**src/rtl/boot_loader_if.sv**
```systemverilog
// Host byte channel plus RAM write port of the boot loader.
// Host drives master; the loader takes slave.
interface boot_loader_if;
  logic        rx_valid;
  logic [7:0]  rx_data;
  logic        rx_ready;
  logic [31:0] mem_addr;
  logic [31:0] mem_wdata;
  logic        mem_we;

  modport master (output rx_valid, rx_data,
                  input  rx_ready, mem_addr, mem_wdata, mem_we);
  modport slave  (input  rx_valid, rx_data,
                  output rx_ready, mem_addr, mem_wdata, mem_we);
endinterface

```
**src/rtl/boot_loader.sv**
```systemverilog
// Length-prefixed, checksummed byte-stream image loader. It writes the image word by word
// into RAM and holds the CPU in reset until the checksum verifies.
module boot_loader #(
  parameter int          MAX_WORDS = 256,
  parameter logic [31:0] BASE_ADDR = 32'h0
) (
  input  logic          clk,
  input  logic          n_reset,
  boot_loader_if.slave  bus,
  output logic          cpu_n_reset,
  output logic          done,
  output logic          error,
  output logic [31:0]   words_loaded
);

  typedef enum logic [2:0] {LEN, DATA, CSUM, DONE, ERROR} state_t;

  state_t      state;
  logic [1:0]  byte_idx;
  logic [23:0] sh;
  logic [31:0] len;
  logic [7:0]  csum;
  logic        xfer;
  logic [31:0] word_full;

  assign xfer      = bus.rx_valid & bus.rx_ready;
  // Bytes arrive LSB first: the newest byte lands on top.
  assign word_full = {bus.rx_data, sh};

  always_ff @(posedge clk or negedge n_reset) begin
    if (!n_reset) begin
      state         <= LEN;
      byte_idx      <= 2'd0;
      sh            <= 24'd0;
      len           <= 32'd0;
      csum          <= 8'd0;
      words_loaded  <= 32'd0;
      bus.rx_ready  <= 1'b0;
      bus.mem_addr  <= 32'd0;
      bus.mem_wdata <= 32'd0;
      bus.mem_we    <= 1'b0;
      cpu_n_reset   <= 1'b0;
      done          <= 1'b0;
      error         <= 1'b0;
    end else begin
      bus.mem_we   <= 1'b0;
      bus.rx_ready <= (state == LEN) || (state == DATA) || (state == CSUM);
      case (state)
        LEN: if (xfer) begin
          byte_idx <= byte_idx + 2'd1;
          sh       <= word_full[31:8];
          if (byte_idx == 2'd3) begin
            len <= word_full;
            if (word_full > 32'(MAX_WORDS)) begin
              state        <= ERROR;
              error        <= 1'b1;
              bus.rx_ready <= 1'b0;
            end else if (word_full == 32'd0) begin
              state <= CSUM;
            end else begin
              state <= DATA;
            end
          end
        end
        DATA: if (xfer) begin
          byte_idx <= byte_idx + 2'd1;
          sh       <= word_full[31:8];
          csum     <= csum + bus.rx_data;
          if (byte_idx == 2'd3) begin
            bus.mem_we    <= 1'b1;
            bus.mem_wdata <= word_full;
            bus.mem_addr  <= BASE_ADDR + (words_loaded << 2);
            words_loaded  <= words_loaded + 32'd1;
            if (words_loaded + 32'd1 == len) state <= CSUM;
          end
        end
        CSUM: if (xfer) begin
          bus.rx_ready <= 1'b0;
          if (bus.rx_data == csum) begin
            state       <= DONE;
            done        <= 1'b1;
            cpu_n_reset <= 1'b1;
          end else begin
            state <= ERROR;
            error <= 1'b1;
          end
        end
        default: bus.rx_ready <= 1'b0;
      endcase
    end
  end

endmodule

```
**src/flat_wrapper.sv**
```systemverilog
// flat-port wrapper written by rule: the top's interface ports become plain ports
module boot_loader_flat 
#(
  parameter int          MAX_WORDS = 256,
  parameter logic [31:0] BASE_ADDR = 32'h0
)
  (clk, n_reset, cpu_n_reset, done, error, words_loaded, bus_rx_valid, bus_rx_data, bus_rx_ready, bus_mem_addr, bus_mem_wdata, bus_mem_we);
  boot_loader_if bus_i ();
  input  logic clk;
  input  logic n_reset;
  output logic cpu_n_reset;
  output logic done;
  output logic error;
  output logic [31:0] words_loaded;
  input wire logic [$bits(bus_i.rx_valid)-1:0] bus_rx_valid;
  input wire logic [$bits(bus_i.rx_data)-1:0] bus_rx_data;
  output wire logic [$bits(bus_i.rx_ready)-1:0] bus_rx_ready;
  output wire logic [$bits(bus_i.mem_addr)-1:0] bus_mem_addr;
  output wire logic [$bits(bus_i.mem_wdata)-1:0] bus_mem_wdata;
  output wire logic [$bits(bus_i.mem_we)-1:0] bus_mem_we;
  assign bus_i.rx_valid = bus_rx_valid;
  assign bus_i.rx_data = bus_rx_data;
  assign bus_rx_ready = bus_i.rx_ready;
  assign bus_mem_addr = bus_i.mem_addr;
  assign bus_mem_wdata = bus_i.mem_wdata;
  assign bus_mem_we = bus_i.mem_we;
  boot_loader #(.MAX_WORDS(MAX_WORDS), .BASE_ADDR(BASE_ADDR)) u_core (.clk(clk), .n_reset(n_reset), .bus(bus_i), .cpu_n_reset(cpu_n_reset), .done(done), .error(error), .words_loaded(words_loaded));
endmodule
```
**config.mk**
```make
export PLATFORM = sky130hd
export DESIGN_NAME = boot_loader_flat
export DESIGN_NICKNAME = d
export VERILOG_FILES = /design/src/rtl/boot_loader_if.sv /design/src/rtl/boot_loader.sv /design/src/flat_wrapper.sv
export SDC_FILE = /design/constraint.sdc
export NUM_CORES = 1
export LEC_CHECK = 0
export CORE_MARGIN = 2
export CORE_UTILIZATION = 55
export DETAILED_ROUTE_END_ITERATION = 12
export PLACE_DENSITY = 0.9
export SLEW_MARGIN = 20
export SYNTH_ARGS = -nofsm -noshare
export SYNTH_HDL_FRONTEND = slang
export SYNTH_SLANG_ARGS = --single-unit
```
**constraint.sdc**
```tcl
create_clock -name clk -period 3.15 [get_ports clk]
set_clock_uncertainty 0.1 [all_clocks]
set_input_delay 0.4725 -clock clk [delete_from_list [all_inputs] [get_ports clk]]
set_output_delay 0.4725 -clock clk [all_outputs]
set_load 0.01 [all_outputs]
```
==> summary.md <==
| Metric | Value |
|---|---|
| Status | `completed` |
| Pwr dens | `~600 mW/mm^2` |
| Non-Filler Instances | `between 1000 and 1500` |
| Die height | `roughly 120 um` |
| Crit path max-delay family | `simple AND/OR/NAND/NOR gates` |
| Row count | `44` |
| Mean routed wirelength per cell | `17.7 um` |
| Yosys cell types | `61` |
| Number of synthesized flops with an enable pin | `0` |
| Total grt overflow | `0` |
| Detail Placement HPWL | `between 10000 and 15000 um` |
| Met3 Usage GRT | `approximately 5.8%` |
| R2r worst-path depth | `10` |
| Die area | `0.0155 sq mm` |
| Most frequent CP cell | `nand4_1` |
| Vias in the first global route | `~6400` |
| H-tree Lvls | `4` |
| # fillers | `around 1000` |
| Max Fclk | `~340 MHz` |
| RSZ-0062 raised after global routing | `false` |
| Min-delay src | `u_core.bus.mem_addr[10]` |
| CP Data Required Time | `approximately 3.4 ns` |
| Initial Util | `a little under three fifths` |
| Met2 GRT Util | `between 40% and 50%` |
| Final setup violation count | `0` |
| Internal | `roughly 4.4 mW` |
| Synthesized area per cell | `slightly above 10 sq um` |
| Layout cells sized above 1 | `16.2%` |
| Most Used Layer, Global Route | `met2` |
| Critical R2R Capture | `u_core.state[2]` |
| Seq cells post-synth | `167` |
| Final worst setup slack | `0.197 ns` |
| Number of clock sinks | `~170` |
| Area of the core | `around 0.014 sq mm` |
| Worst-Margin Slew | `0.524 ns` |
| Yosys top cell by area | `dfrtp_1` |
| Setup crit start kind | `register` |
| Most common cell in the synthesized netlist | `nand2_1` |
| DRC | `0` |
| GRT Util Overall | `a little over a quarter` |
| Hold_buf cts | `1` |
| Worst path cell trace | `ha_1 > and2_1 > nand4_1 > nor4_1 > xnor2_1 > o2111ai_1 > a2111oi_0 > nand4_1 > nand2_1 > a31o_1` |
| Vias per cell | `between 5 and 6` |
| Flop pwr share | `a little under 50%` |
| Clk pwr share | `between 30 and 40%` |
| Final worst path period need | `around 3.0 ns` |
| First-pass DRT Iterations | `5` |
| Post CTS Setup Buffer Count | `0` |
| Dpl ws | `around 0.15 ns` |
| CTS resizes | `0` |
| Slowest CP cell | `a2111oi_0` |
| I/O Buffers | `109` |
| Seq/Total Area, Yosys | `52.2%` |
| Final period util | `93.7%` |
| Reg2reg start | `u_core.words_loaded[0]` |
| Crit-path max FO | `6` |
| Yosys top cell area share | `between 50% and 60%` |
| TritonCTS clock tree | `done` |
| Antenna violations before repair | `0` |
| Largest net degree at the start of global routing | `between 60 and 70` |
| Final WL | `a little under 20000 um` |
| Clk slew on worst S/H paths | `0.06 ns` |
| FF-to-FF setup slack | `about 0.2 ns` |
| Syn Inst Count | `roughly 800` |
| Worst hold stages | `2` |
| HP Class | `reg -> reg` |
| TritonCTS Buffers | `17` |
| Final GP Congestion | `~0.94` |
| CP max stage delay | `0.46 ns` |
| Ports | `112` |
| Cell area after synthesis | `~0.0080 sq mm` |
| Setup TNS | `0 ns` |
| Total stage count of the critical path | `10` |
| Via count | `6378` |
| NumNets Final | `~950` |
| Die width | `around 120 um` |
| CP bufs+invs | `0` |
| Clock buffer depth | `2` |
| Max-slew violations | `0` |
| Number of max-cap violations | `0` |
| Sw Ratio | `slightly below 30%` |
| First-pass GRT wire length | `33000 um` |
| CTS Root Cell | `clkbuf_16` |
| Synth cell count leaders | `226 x nand2_1, 167 x dfrtp_1, 57 x mux2_2` |
| CP arrival | `3.22 ns` |
| Final ANT Viol Nets | `0` |
| Final hold violation count | `0` |
| Pleak | `~4.8 nW` |
| Most used DFF post-synth | `dfrtp_1` |
| Worst skew pair latency | `between 0.4 and 0.5 ns` |
| Share of flip-flops with an asynchronous set or reset | `100%` |
| Combinational power share | `around 17%` |
| CP Capture Type | `register` |
| VDD IR max | `roughly 450 uV` |
| Met1 Use GR | `between 30% and 40%` |
| Diode count | `0` |
| Area contributors post-synth | `dfrtp_1 52%, nand2_1 11%, mux2_2 8.0%` |
| Slew HR | `65.1%` |
| Dpl cells | `1092` |
| 1st-iter DRT viols | `521` |
| Syn. warnings | `0` |
| Hold endpoint | `u_core.bus.mem_addr[10]` |
| Switching Power | `about 1.8 mW` |
| Area growth from synthesis to layout | `26.6%` |
| Critical path class | `reg -> reg` |
## per-layer routing
metal / vias to the layer above / wire length (um)
met1: 3138 / 8450
met2: 255 / 9740
met5: - / 0
met4: 0 / 560
li1: 2934 / -
met3: 51 / 1120
## worst min-delay path, stage by stage (launching register included)
cell     delay [ns]
dfrtp_1        0.34
nand2_1        0.05
nand2_1        0.05
## stage by stage
stage / power, mW / hold slack (ns) / util [%] / cell area (sq um)
after floorplan: 3.63 / 0.0769 / - / 8020
after global placement: 4.00 / 0.357 / 66.3 / 9520
after detailed placement: 4.07 / 0.358 / 66.3 / 9520
after CTS: 6.23 / 0.376 / 70.6 / 10100
after global routing: 6.47 / 0.396 / 70.6 / 10100
final: 6.22 / 0.369 / 70.6 / 10100
## final cells by class
type | count | area (sq um) | area share (%)
Clock inverter | 10 | 146 | 1.44
Tap cell | 184 | 230 | 2.27
Clock buffer | 21 | 460 | 4.54
Sequential cell | 167 | 4180 | 41.2
Inverter | 11 | 41.3 | 0.407
Timing Repair Buffer | 159 | 1500 | 14.7
Multi-Input combinational cell | 572 | 3590 | 35.4
## sequential cells by signal, indices dropped and copies added (netlist names)
register,count
u_core.state,3
u_core.bus.rx_ready,1
u_core.error,1
u_core.len,32
u_core.sh,24
u_core.words_loaded,32
u_core.bus.mem_addr,30
u_core.bus.mem_wdata,32
u_core.byte_idx,2
u_core.csum,8
u_core.cpu_n_reset,1
u_core.bus.mem_we,1
## power groups by stage
stage | clock (mW) | sequential, mW | combinational [mW]
final | 2.15 | 3.03 | 1.05
after global routing | 2.27 | 3.06 | 1.15
after CTS | 2.17 | 3.00 | 1.05
after detailed placement | 0 | 3.04 | 1.03
after global placement | 0 | 3.01 | 0.989
after floorplan | 0 | 2.82 | 0.812
## logic make-up after synthesis
kind of cell / after synthesis / share of synthesized area (%)
AO/OA/AOI/OAI: 61 / 5.20
XOR/XNOR: 83 / 9.07
adder cells (fa/ha/maj): 10 / 1.66
buffers and inverters: 59 / 3.25
flip-flops: 167 / 52.2
multiplexers: 58 / 8.14
other: 1 / 0.0468
AND/OR/NAND/NOR: 358 / 20.5
## cells in the final DEF (no fill, tap or decap), types with 3 or more instances in the layout
cell / instances
and4_1: 3
nand4_1: 15
nand2b_1: 4
inv_1: 10
or2_2: 4
clkdlybuf4s50_1: 108
o22ai_1: 4
xor2_1: 30
nor2_1: 29
mux2_2: 57
ha_1: 9
a211oi_1: 4
xnor2_1: 53
bufinv_16: 3
nor3_1: 16
nor4_1: 12
nand3b_1: 4
o21bai_1: 4
and3_1: 6
buf_4: 47
dfrtp_1: 167
nand3_1: 19
nand2_1: 226
o21ai_0: 15
a21oi_1: 11
clkinvlp_4: 4
clkbuf_16: 17
## how the worst max path moves through the flow
stage,startpoint,slack [ns],end
finish,u_core.words_loaded[0],0.20,u_core.state[2]
global route,u_core.words_loaded[0],0.12,u_core.error
CTS,u_core.words_loaded[1],0.32,u_core.state[2]
detailed placement,bus_rx_valid,0.15,u_core.state[0]
global placement,bus_rx_valid,0.27,u_core.state[0]
floorplan,u_core.words_loaded[17],0.54,u_core.state[0]
Power figures use the tool's default switching activity.
